`src/rtl/apb_global_pkg.sv`:
```
// Shared definitions for the APB slave memory array: default geometry,
// completer FSM encoding and the slave window base-address helper.
package apb_global_pkg;

  localparam int          SLAVE_DEPTH  = 16;
  localparam logic [31:0] SLAVE_STRIDE = 32'h100;

  typedef enum logic [1:0] {
    IDLE,
    WAIT,
    READY
  } apb_slv_state_e;

  // Byte address of window i; callers with a non-default stride pass their own.
  function automatic logic [63:0] slave_base(input int i,
                                             input logic [63:0] stride = 64'(SLAVE_STRIDE));
    return 64'(i) * stride;
  endfunction

endpackage

```
`src/rtl/apb_multi_slave_mem_if.sv`:
```
// APB4 bus bundle shared by the requester (master) and the completer array (slave).
interface apb_multi_slave_mem_if #(
    parameter int NO_OF_SLAVES  = 4,
    parameter int ADDRESS_WIDTH = 32,
    parameter int DATA_WIDTH    = 32
);

    logic [NO_OF_SLAVES-1:0]   pselx;
    logic                      penable;
    logic                      pwrite;
    logic [ADDRESS_WIDTH-1:0]  paddr;
    logic [DATA_WIDTH-1:0]     pwdata;
    logic [DATA_WIDTH/8-1:0]   pstrb;
    logic [2:0]                pprot;
    logic                      pready;
    logic [DATA_WIDTH-1:0]     prdata;
    logic                      pslverr;

    modport master (
        output pselx, penable, pwrite, paddr, pwdata, pstrb, pprot,
        input  pready, prdata, pslverr
    );

    modport slave (
        input  pselx, penable, pwrite, paddr, pwdata, pstrb, pprot,
        output pready, prdata, pslverr
    );

endinterface

```
`src/rtl/apb_multi_slave_mem_bank.sv`:
```
// One strobe-masked word memory with a shared read/write index.
// Reset is synchronous and clears every word.
module apb_slave_mem_bank #(
    parameter  int DEPTH      = 16,
    parameter  int DATA_WIDTH = 32,
    localparam int IDX_W      = (DEPTH > 1) ? $clog2(DEPTH) : 1,
    localparam int BYTES      = DATA_WIDTH / 8
) (
    input  logic                  clk,
    input  logic                  rst_n,
    input  logic                  we,
    input  logic [IDX_W-1:0]      index,
    input  logic [BYTES-1:0]      strb,
    input  logic [DATA_WIDTH-1:0] wdata,
    output logic [DATA_WIDTH-1:0] rdata
);

    logic [DATA_WIDTH-1:0] mem [DEPTH];

    // NOTE: the storage must read as zero after reset, so every word is cleared;
    // this makes it a flop array rather than an inferred RAM macro.
    always_ff @(posedge clk) begin
        if (!rst_n) begin
            for (int w = 0; w < DEPTH; w++) begin
                mem[w] <= '0;
            end
        end else if (we) begin
            for (int b = 0; b < BYTES; b++) begin
                if (strb[b]) begin
                    mem[index][b*8 +: 8] <= wdata[b*8 +: 8];
                end
            end
        end
    end

    assign rdata = mem[index];

endmodule

```
`src/rtl/apb_multi_slave_mem.sv`:
```
// APB4 completer array: NO_OF_SLAVES word memories behind one port, with
// programmable wait states and pslverr on select/alignment/window faults.
// Optional macro APB_SLV_SECURE_CHECK_EN rejects non-secure access to SECURE_MASK slaves.
module apb_multi_slave_mem #(
    parameter int                      NO_OF_SLAVES  = 4,
    parameter int                      ADDRESS_WIDTH = 32,
    parameter int                      DATA_WIDTH    = 32,
    parameter int                      SLAVE_DEPTH   = apb_global_pkg::SLAVE_DEPTH,
    parameter logic [31:0]             SLAVE_STRIDE  = apb_global_pkg::SLAVE_STRIDE,
    parameter int                      WAIT_STATES   = 2,
    parameter logic [NO_OF_SLAVES-1:0] SECURE_MASK   = '0
) (
    input  logic                   pclk,
    input  logic                   preset_n,
    apb_multi_slave_mem_if.slave   bus
);

    import apb_global_pkg::*;

    localparam int BYTES    = DATA_WIDTH / 8;
    localparam int ALIGN_SH = $clog2(BYTES);
    localparam int IDX_W    = (SLAVE_DEPTH > 1) ? $clog2(SLAVE_DEPTH) : 1;
    localparam int SEL_W    = (NO_OF_SLAVES > 1) ? $clog2(NO_OF_SLAVES) : 1;

    localparam logic [ADDRESS_WIDTH-1:0] ALIGN_MASK = ADDRESS_WIDTH'(BYTES - 1);
    localparam logic [ADDRESS_WIDTH-1:0] WIN_BYTES  = ADDRESS_WIDTH'(SLAVE_DEPTH * BYTES);
    localparam logic [3:0]               WS         = 4'(WAIT_STATES);

    apb_slv_state_e          state;
    logic [3:0]              cnt;
    logic                    lat_err;
    logic                    lat_write;
    logic [SEL_W-1:0]        lat_idx;
    logic [IDX_W-1:0]        lat_word;

    logic                    pready_q;
    logic                    pslverr_q;
    logic [DATA_WIDTH-1:0]   prdata_q;

    logic [SEL_W-1:0]        dec_idx;
    logic [ADDRESS_WIDTH-1:0] dec_base;
    logic [ADDRESS_WIDTH-1:0] dec_off;
    logic [IDX_W-1:0]        dec_word;
    logic                    dec_err;
    logic                    sec_fault;

    logic                    setup;
    logic                    access;
    logic [SEL_W-1:0]        rd_idx;
    logic [IDX_W-1:0]        mem_index;
    logic [DATA_WIDTH-1:0]   bank_rdata [NO_OF_SLAVES];
    logic [DATA_WIDTH-1:0]   sel_rdata;

    assign setup  = (|bus.pselx) && !bus.penable;
    assign access = (|bus.pselx) && bus.penable;

`ifdef APB_SLV_SECURE_CHECK_EN
    assign sec_fault = bus.pprot[1] && SECURE_MASK[dec_idx];
    logic unused_prot;
    assign unused_prot = bus.pprot[0] ^ bus.pprot[2];
`else
    assign sec_fault = 1'b0;
    logic unused_sec;
    assign unused_sec = ^{bus.pprot, SECURE_MASK};
`endif

    // NOTE: every output of a combinational block gets a default first so no
    // path leaves it unassigned and no latch is inferred.
    always_comb begin
        dec_idx = '0;
        for (int i = 0; i < NO_OF_SLAVES; i++) begin
            if (bus.pselx[i]) dec_idx = SEL_W'(i);
        end
        dec_base = ADDRESS_WIDTH'(slave_base(int'(dec_idx), 64'(SLAVE_STRIDE)));
        dec_off  = bus.paddr - dec_base;
        dec_word = IDX_W'(dec_off >> ALIGN_SH);
        dec_err  = !$onehot(bus.pselx)
                || ((bus.paddr & ALIGN_MASK) != '0)
                || (bus.paddr < dec_base)
                || (dec_off >= WIN_BYTES)
                || sec_fault;
    end

    // From IDLE the decode is live (zero-wait reads); afterwards use the latched request.
    assign rd_idx    = (state == IDLE) ? dec_idx  : lat_idx;
    assign mem_index = (state == IDLE) ? dec_word : lat_word;
    assign sel_rdata = bank_rdata[rd_idx];

    for (genvar g = 0; g < NO_OF_SLAVES; g++) begin : g_bank
        logic we;
        assign we = (state == READY) && access && lat_write && !lat_err
                 && (lat_idx == SEL_W'(g));

        apb_slave_mem_bank #(
            .DEPTH      (SLAVE_DEPTH),
            .DATA_WIDTH (DATA_WIDTH)
        ) u_bank (
            .clk   (pclk),
            .rst_n (preset_n),
            .we    (we),
            .index (mem_index),
            .strb  (bus.pstrb),
            .wdata (bus.pwdata),
            .rdata (bank_rdata[g])
        );
    end

    // NOTE: sequential state uses non-blocking assignments only, so every
    // register samples pre-edge values regardless of statement order.
    always_ff @(posedge pclk) begin
        if (!preset_n) begin
            state     <= IDLE;
            cnt       <= '0;
            lat_err   <= 1'b0;
            lat_write <= 1'b0;
            lat_idx   <= '0;
            lat_word  <= '0;
            pready_q  <= 1'b0;
            pslverr_q <= 1'b0;
            prdata_q  <= '0;
        end else begin
            case (state)
                IDLE: begin
                    pready_q  <= 1'b0;
                    pslverr_q <= 1'b0;
                    if (setup) begin
                        lat_err   <= dec_err;
                        lat_write <= bus.pwrite;
                        lat_idx   <= dec_idx;
                        lat_word  <= dec_word;
                        if (WS == 4'd0) begin
                            state     <= READY;
                            pready_q  <= 1'b1;
                            pslverr_q <= dec_err;
                            if (dec_err)          prdata_q <= '0;
                            else if (!bus.pwrite) prdata_q <= sel_rdata;
                        end else begin
                            cnt   <= WS;
                            state <= WAIT;
                        end
                    end
                end
                WAIT: begin
                    if (!access) begin
                        state <= IDLE;
                        cnt   <= '0;
                    end else if (cnt == 4'd1) begin
                        state     <= READY;
                        cnt       <= '0;
                        pready_q  <= 1'b1;
                        pslverr_q <= lat_err;
                        if (lat_err)        prdata_q <= '0;
                        else if (!lat_write) prdata_q <= sel_rdata;
                    end else begin
                        cnt <= cnt - 4'd1;
                    end
                end
                READY: begin
                    // Completion and abort both end here; only completion enables the write.
                    state     <= IDLE;
                    pready_q  <= 1'b0;
                    pslverr_q <= 1'b0;
                end
                default: begin
                    state     <= IDLE;
                    pready_q  <= 1'b0;
                    pslverr_q <= 1'b0;
                end
            endcase
        end
    end

    assign bus.pready  = pready_q;
    assign bus.pslverr = pslverr_q;
    assign bus.prdata  = prdata_q;

endmodule
```
`src/flat_wrapper.sv`:
```
// flat-port wrapper written by rule: the top's interface ports become plain ports
module apb_multi_slave_mem_flat import apb_global_pkg::*;
#(
    parameter int                      NO_OF_SLAVES  = 4,
    parameter int                      ADDRESS_WIDTH = 32,
    parameter int                      DATA_WIDTH    = 32,
    parameter int                      SLAVE_DEPTH   = apb_global_pkg::SLAVE_DEPTH,
    parameter logic [31:0]             SLAVE_STRIDE  = apb_global_pkg::SLAVE_STRIDE,
    parameter int                      WAIT_STATES   = 2,
    parameter logic [NO_OF_SLAVES-1:0] SECURE_MASK   = '0
)
  (pclk, preset_n, bus_pselx, bus_penable, bus_pwrite, bus_paddr, bus_pwdata, bus_pstrb, bus_pprot, bus_pready, bus_prdata, bus_pslverr);
  apb_multi_slave_mem_if #(.NO_OF_SLAVES(NO_OF_SLAVES), .ADDRESS_WIDTH(ADDRESS_WIDTH), .DATA_WIDTH(DATA_WIDTH)) bus_i ();
  input  logic pclk;
  input  logic preset_n;
  input wire logic [$bits(bus_i.pselx)-1:0] bus_pselx;
  input wire logic [$bits(bus_i.penable)-1:0] bus_penable;
  input wire logic [$bits(bus_i.pwrite)-1:0] bus_pwrite;
  input wire logic [$bits(bus_i.paddr)-1:0] bus_paddr;
  input wire logic [$bits(bus_i.pwdata)-1:0] bus_pwdata;
  input wire logic [$bits(bus_i.pstrb)-1:0] bus_pstrb;
  input wire logic [$bits(bus_i.pprot)-1:0] bus_pprot;
  output wire logic [$bits(bus_i.pready)-1:0] bus_pready;
  output wire logic [$bits(bus_i.prdata)-1:0] bus_prdata;
  output wire logic [$bits(bus_i.pslverr)-1:0] bus_pslverr;
  assign bus_i.pselx = bus_pselx;
  assign bus_i.penable = bus_penable;
  assign bus_i.pwrite = bus_pwrite;
  assign bus_i.paddr = bus_paddr;
  assign bus_i.pwdata = bus_pwdata;
  assign bus_i.pstrb = bus_pstrb;
  assign bus_i.pprot = bus_pprot;
  assign bus_pready = bus_i.pready;
  assign bus_prdata = bus_i.prdata;
  assign bus_pslverr = bus_i.pslverr;
  apb_multi_slave_mem #(.NO_OF_SLAVES(NO_OF_SLAVES), .ADDRESS_WIDTH(ADDRESS_WIDTH), .DATA_WIDTH(DATA_WIDTH), .SLAVE_DEPTH(SLAVE_DEPTH), .SLAVE_STRIDE(SLAVE_STRIDE), .WAIT_STATES(WAIT_STATES), .SECURE_MASK(SECURE_MASK)) u_core (.pclk(pclk), .preset_n(preset_n), .bus(bus_i));
endmodule
```
`config.mk`:
```
export PLATFORM = sky130hd
export DESIGN_NAME = apb_multi_slave_mem_flat
export DESIGN_NICKNAME = d
export VERILOG_FILES = /design/src/rtl/apb_global_pkg.sv /design/src/rtl/apb_multi_slave_mem_if.sv /design/src/rtl/apb_multi_slave_mem_bank.sv /design/src/rtl/apb_multi_slave_mem.sv /design/src/flat_wrapper.sv
export SDC_FILE = /design/constraint.sdc
export NUM_CORES = 2
export LEC_CHECK = 0
export BUFFER_PORTS_ARGS = -buffer_cell sky130_fd_sc_hd__buf_2
export CAP_MARGIN = 40
export CORE_AREA = 2 2 399 401
export DETAILED_ROUTE_END_ITERATION = 10
export DIE_AREA = 0 0 401 403
export PLACE_DENSITY = 0.76
export SLEW_MARGIN = 20
export SYNTH_ARGS = -nofsm -noshare
export SYNTH_HDL_FRONTEND = slang
export SYNTH_SLANG_ARGS = --single-unit
```
`constraint.sdc`:
```
create_clock -name pclk -period 3.5 [get_ports pclk]
set_clock_uncertainty 0.2 [all_clocks]
set_input_delay 0.525 -clock pclk [delete_from_list [all_inputs] [get_ports pclk]]
set_output_delay 0.525 -clock pclk [all_outputs]
set_load 0.005 [all_outputs]
```
Word level (Yosys, flattened, before mapping). Memories as Yosys holds them, arrays and structs flattened. Cells that the tools add are included.

Output and inout port bits: 34. Memories kept: 4. Word-level logic and storage cells: 145. Bits in latches: 0. Bits of input ports: 79. ROM bits: 0. RAM bits: 2048. Flip-flop bits (word level): 48.

Memories: u_core.g_bank[0].u_bank.mem (words 16, width 32, read ports 1, clocked after memory_dff 0, write ports 16, RTL line apb_multi_slave_mem_bank.sv:18) `logic [DATA_WIDTH-1:0] mem [DEPTH];`; u_core.g_bank[1].u_bank.mem (words 16, width 32, read ports 1, clocked after memory_dff 0, write ports 16, RTL line apb_multi_slave_mem_bank.sv:18); u_core.g_bank[2].u_bank.mem (words 16, width 32, read ports 1, clocked after memory_dff 0, write ports 16, RTL line apb_multi_slave_mem_bank.sv:18); u_core.g_bank[3].u_bank.mem (words 16, width 32, read ports 1, clocked after memory_dff 0, write ports 16, RTL line apb_multi_slave_mem_bank.sv:18).

Mux-type cells: 83. Equality and inequality tests: 10. $mul: 0. Magnitude comparators: 3. Div/mod/pow operators: 0. Shift-type cells: 0. Reductions and logical operators: 30. Add/subtract/negate cells: 5. Bitwise operators: 1.

Operators by type and width (number): $mux W32 (8); $reduce_or A32 Y1 (4); $bmux W32 S2 (1); $mux W1 (54); $mux W4 (12); $ge A32 B7 Y1 const B (1); $lt A32 B10 Y1 (1); $reduce_bool A32 Y1 (1); $sub A32 B10 Y32 (1); $mux W2 (6); $reduce_and A2 Y1 (5); $logic_and A1 B1 Y1 (9); $pmux W4 S2 (1); $eq A2 B2 Y1 const B (3); $add A1 B1 Y2 (2); $eq A2 B1 Y1 const B (2); $eq A4 B1 Y1 const B (1); $logic_not A2 Y1 (2); $ne A2 B1 Y1 const B (2); $pmux W2 S2 (1); $reduce_and A4 Y1 (1); $reduce_or A4 Y1 (1); $sub A4 B1 Y4 const B (1); $add A3 B3 Y3 (1); other kinds (7) (11).

Longest topological paths before layout.
Depth in word-level cells: 11. Mapped depth: 13. Gate-level depth less buffers: 13.

Cells and area by module. A second synthesis with hierarchy kept.

Cells, all modules: 6482. Area, all modules: 92032.0 sq um.

Modules (own cells, without submodules): apb_slave_mem_bank (u_core.g_bank[1].u_bank ...) (sequential area each 15374.7 sq um, times used 3, cells each 1521, area an instance 22150.0 sq um); apb_slave_mem_bank (u_core.g_bank[0].u_bank) (sequential area each 15374.7 sq um, times used 1, cells each 1521, area an instance 22141.2 sq um); apb_multi_slave_mem (sequential area each 960.9 sq um, times used 1, cells each 398, area an instance 3440.8 sq um).

Worst setup path before layout. OpenSTA, ideal clock, no wires.

Kind: input port to flip-flop. Start point: in bus_pselx[2]. End point: mem u_core.g_bank[2].u_bank.mem[11][10] (enable). Data required time: 2.971 ns. Setup slack: 0.310 ns. Library setup time: 0.329 ns. Cell stages on the path: 11. Arrival: 2.661 ns. Buffers on the path: 2. Path through: inv_1 > ha_1 > nand2_1 > nand2_1 > nor4b_2 > nand3b_1 > nor2_1 > clkbuf_1 > clkbuf_1 > nand2_1 > nand2_1.

RTL lines: from (decl) (RTL line flat_wrapper.sv:16) `input wire logic [$bits(bus_i.pselx)-1:0] bus_pselx;`; to (decl) (RTL line apb_multi_slave_mem_bank.sv:18).

Worst setup path after layout.
Start point: reg u_core.state[1]. End point: reg u_core.prdata_q[3] (netlist: u_core.bus.prdata[3]).

Word-level cells in the longest chain between the ends: 8. Elaborated cells between the ends (all ways): 15. Those cells by class: eq/ne: 1; mux: 7; bitwise: 1; reduce/logical: 2; memory: 4.

Ends and longest elaborated chain: from (decl) (RTL line apb_multi_slave_mem.sv:29) `apb_slv_state_e state;`; from (signal assigned) (RTL line apb_multi_slave_mem.sv:112) `state <= IDLE;`; from (signal assigned) (RTL line apb_multi_slave_mem.sv:132) `state <= READY;`; from (signal assigned) (RTL line apb_multi_slave_mem.sv:139) `state <= WAIT;`; $logic_not A2 Y1 (RTL line apb_multi_slave_mem.sv:85, apb_multi_slave_mem.sv:86); $mux W4 / $mux W2 (equally long branches) (RTL line apb_multi_slave_mem.sv:86, apb_multi_slave_mem.sv:85); $mem_v2 Z16 W32 / $not A2 Y3 (equally long branches); $bmux W32 S2 (RTL line apb_multi_slave_mem.sv:87) `assign sel_rdata = bank_rdata[rd_idx];`; $mux W32 (not written as such) (2 in series) (RTL line apb_multi_slave_mem.sv:87); $mux W32 (RTL line apb_multi_slave_mem.sv:153) `else if (!lat_write) prdata_q <= sel_rdata;`; $mux W32 (RTL line apb_multi_slave_mem.sv:152) `if (lat_err) prdata_q <= '0;`; to (signal assigned) (RTL line apb_multi_slave_mem.sv:136) `else if (!bus.pwrite) prdata_q <= sel_rdata;`; to (signal assigned) (RTL line apb_multi_slave_mem.sv:153); to (decl) (RTL line apb_multi_slave_mem.sv:38) `logic [DATA_WIDTH-1:0] prdata_q;`.

Parallel ways exist; a longest one is shown, timed or not. The select of a mux whose other input is x is not followed. A chain may end at the register's enable or synchronous reset.

==> results.json <==
{
  "syn-num-nets": 7886,
  "grt_remaining_overflow": 0,
  "yosysSeqAreaShare_pct": 66.6,
  "die_y_um": 403,
  "gp_routability_congestion": 0.887,
  "yosysTopAreaCell": "edfxtp_1",
  "area_growth_pct": 12.7,
  "start_util_pct": 59.6,
  "clockBufferDepth": 3,
  "firstDrtPassIters": 8,
  "final_util_pct": 67.2,
  "layout_common_cells": "and3_1, edfxtp_1, o22ai_1, nand2_1, buf_4",
  "worstMarginPinSlew_ns": 0.849,
  "cts_max_level": 4,
  "synthFlopType": "edfxtp_1",
  "async_reset_ff_share_pct": 0,
  "drv_cap": 0,
  "grt_pass1_vias": 66500,
  "root_buffer": "clkbuf_16",
  "vias": 68700,
  "avgViaCountPerCell": 6.93,
  "cts_tree": "yes",
  "cp-start-kind": "register",
  "layout_commonest_cell": "and3_1",
  "slew_violations": 0,
  "seqCellArea_mm2": 0.0625,
  "grt.total_usage_pct": 33.0,
  "wirelength_um": 273000,
  "finalSetupViolations": 0,
  "crit_type": "register to register",
  "top_usage_layer": "met2",
  "multi_input_area_mm2": 0.0272,
  "netlist_area_mm2": 0.0938,
  "powerDensity_mw_per_mm2": 527,
  "ys_ff_latch": 2096,
  "rsz0062_at_grt": "false",
  "avgRoutedWirePerCell_um": 27.5,
  "drtIter0Drc": 10500,
  "use_met3_pct": 7.38,
  "cts_buffers": 204,
  "post_route_cells_drive_above_1_share_pct": 13.1,
  "die_w_um": 401,
  "reg2reg_slack_ns": 0.01,
  "coreArea_mm2": 0.157,
  "timing.rr.end": "u_core.bus.prdata[3]",
  "dieArea_mm2": 0.162,
  "hp-class": "primary input to register",
  "grt_util_met1_pct": 44.1,
  "ios": 113,
  "clock_latency_ns": 0.84,
  "max_slew_margin_pct": 43.4,
  "placementRows": 146,
  "nFillCells": 10800,
  "ant_nets": 0,
  "synth.avg_cell_area_um2": 12.0,
  "synth_cells": 7796,
  "max_clock_freq_ghz": 0.286,
  "worstPathArrival_ns": 4.05,
  "yosysWarnings": 0,
  "timing.critical_path.from": "u_core.state[1]",
  "cp-end-kind": "register",
  "ys_top_cells_by_area": "edfxtp_1, and3_1, o22ai_1",
  "synth_cell_type_count": 52,
  "cts.clk_slew.worst_paths_ns": 0.06,
  "grt_max_degree": 95,
  "finalCritPeriodShare_pct": 99.7,
  "grt_pass1_wl_um": 407000,
  "netlist.area_leader.share_pct": 65.5,
  "gr-usage-met2_pct": 52.9,
  "reg2reg_depth": 10,
  "hold_violations": 0,
  "synth_edf_count": 2048,
  "cts.sinks": 2096,
  "status": "complete, no violations",
  "hpwl_um": 167000,
  "tns_ns": 0,
  "leakage_nw": 45.3,
  "path_max_fanout": 44,
  "nets": 7753,
  "drc": 0,
  "io_buffers": 109,
  "required_ns": 4.06,
  "min_period_ns": 3.49,
  "r2r_start": "u_core.state[1]",
  "critical_path.endpoint": "u_core.bus.prdata[3]",
  "peakVddDrop_uv": 474,
  "antenna_found_initial": 11
}
-- stage by stage --
step | total power, mW | cell area (µm²) | std cells | setup slack [ns] | hold WS [ns]
2_1_floorplan | 31.9 | 93800 | 7796 | 0.310 | 0.242
3_3_place_gp | 34.1 | 98800 | 9503 | 0.0537 | 0.238
3_5_place_dp | 34.3 | 98900 | 9505 | 0.0177 | 0.248
4_1_cts | 55.5 | 106000 | 9897 | 0.0227 | 0.0534
5_1_grt | 56.9 | 106000 | 9906 | 0.00428 | 0.0891
6_report | 55.7 | 106000 | 9909 | 0.00959 | 0.0966
-- flip-flops by register name (all words and copies together), names as in the netlist, 2 cells and up --
register                  cells
u_core.lat_word               4
u_core.bus.prdata            32
u_core.cnt                    4
u_core.g_bank.u_bank.mem   2048
u_core.lat_idx                2
u_core.state                  2
-- layer usage --
metal  part of all wire, %  wire (µm)
met1                    36      97500
met2                    47     129000
met3                    13      35000
met4                   4.0      11000
met5                 0.012         32
-- cell families after synthesis --
group                      count (synthesis)  share of synthesized area [%]
buffers and inverters                   1064                           4.76
muxes                                      4                         0.0467
DFF                                     2096                           66.6
AOI/OAI and AO/OA                       1719                           10.8
and+or+nand+nor                         2900                           17.6
xor gates and xnor gates                   2                         0.0187
adders and majority gates                 11                          0.163
-- worst min-delay path by stage --
stage,from,endpoint,cells past startpoint
5_1_grt,bus_pwdata[7],u_core.g_bank[0].u_bank.mem[11][7],2
6_report,bus_pwdata[7],u_core.g_bank[0].u_bank.mem[8][7],2
3_5_place_dp,u_core.bus.pready,u_core.bus.pready,2
3_3_place_gp,u_core.bus.pready,u_core.bus.pready,2
4_1_cts,bus_pwdata[7],u_core.g_bank[0].u_bank.mem[8][7],2
2_1_floorplan,u_core.bus.pready,u_core.bus.pready,2
-- synthesized netlist by cell type, types with 3 or more instances --
cell type  count
and3_1      2063
edfxtp_1    2048
o22ai_1     1056
clkbuf_1     716
nand2_1      597
o21ai_0      416
buf_2        252
o21ai_1       97
nand4_1       79
nor2_1        67
a21oi_1       52
dfxtp_1       48
a31oi_1       41
buf_1         33
buf_4         31
nand3_1       28
a211oi_1      17
a41oi_1       16
clkbuf_2      16
inv_1         13
nor3_1        12
nor2_2        11
ha_1           9
nor2_4         8
o22a_1         8
a21boi_0       7
nor4_1         7
and2_1         4
nand2b_1       4
buf_6          3
mux2i_1        3
nand3b_1       3
nor2b_1        3
or4_1          3
-- where the power goes --
group	switching, mW	internal, mW	total, mW
combinational	3.82	1.59	5.41
sequential	0.279	28.3	28.6
clock	9.37	12.4	21.8
-- timing repair --
action | 4_1_cts | 5_1_grt
hold buffers | 16 | 1
gates resized for setup | 0 | 9
setup endpoints to repair | 0 | 130
endpoints found under the hold margin | 32 | 6
buffers inserted | 0 | 6
-- area by class of cell --
| cell class | count | share of cell area [%] |
|---|---|---|
| diodes | 4 | 0.00947 |
| clock buffers | 277 | 5.39 |
| clock inverters | 99 | 0.797 |
| inverters | 13 | 0.0461 |
| multi-input cells | 4636 | 25.7 |
| flip-flops and latches | 2096 | 59.1 |
| well taps | 2072 | 2.45 |
| repair buffers | 712 | 6.51 |
-- critical path, stage by stage, from the launching register on --
cell	delay, ns
dfxtp_1	0.44
or2_4	0.37
a31oi_4	0.35
buf_12	0.24
buf_12	0.26
o22ai_1	0.12
o21ai_0	0.29
nand4_1	0.34
o22ai_1	0.52
a21oi_1	0.08
a31oi_1	0.17
(Power assumes the default switching activity.)
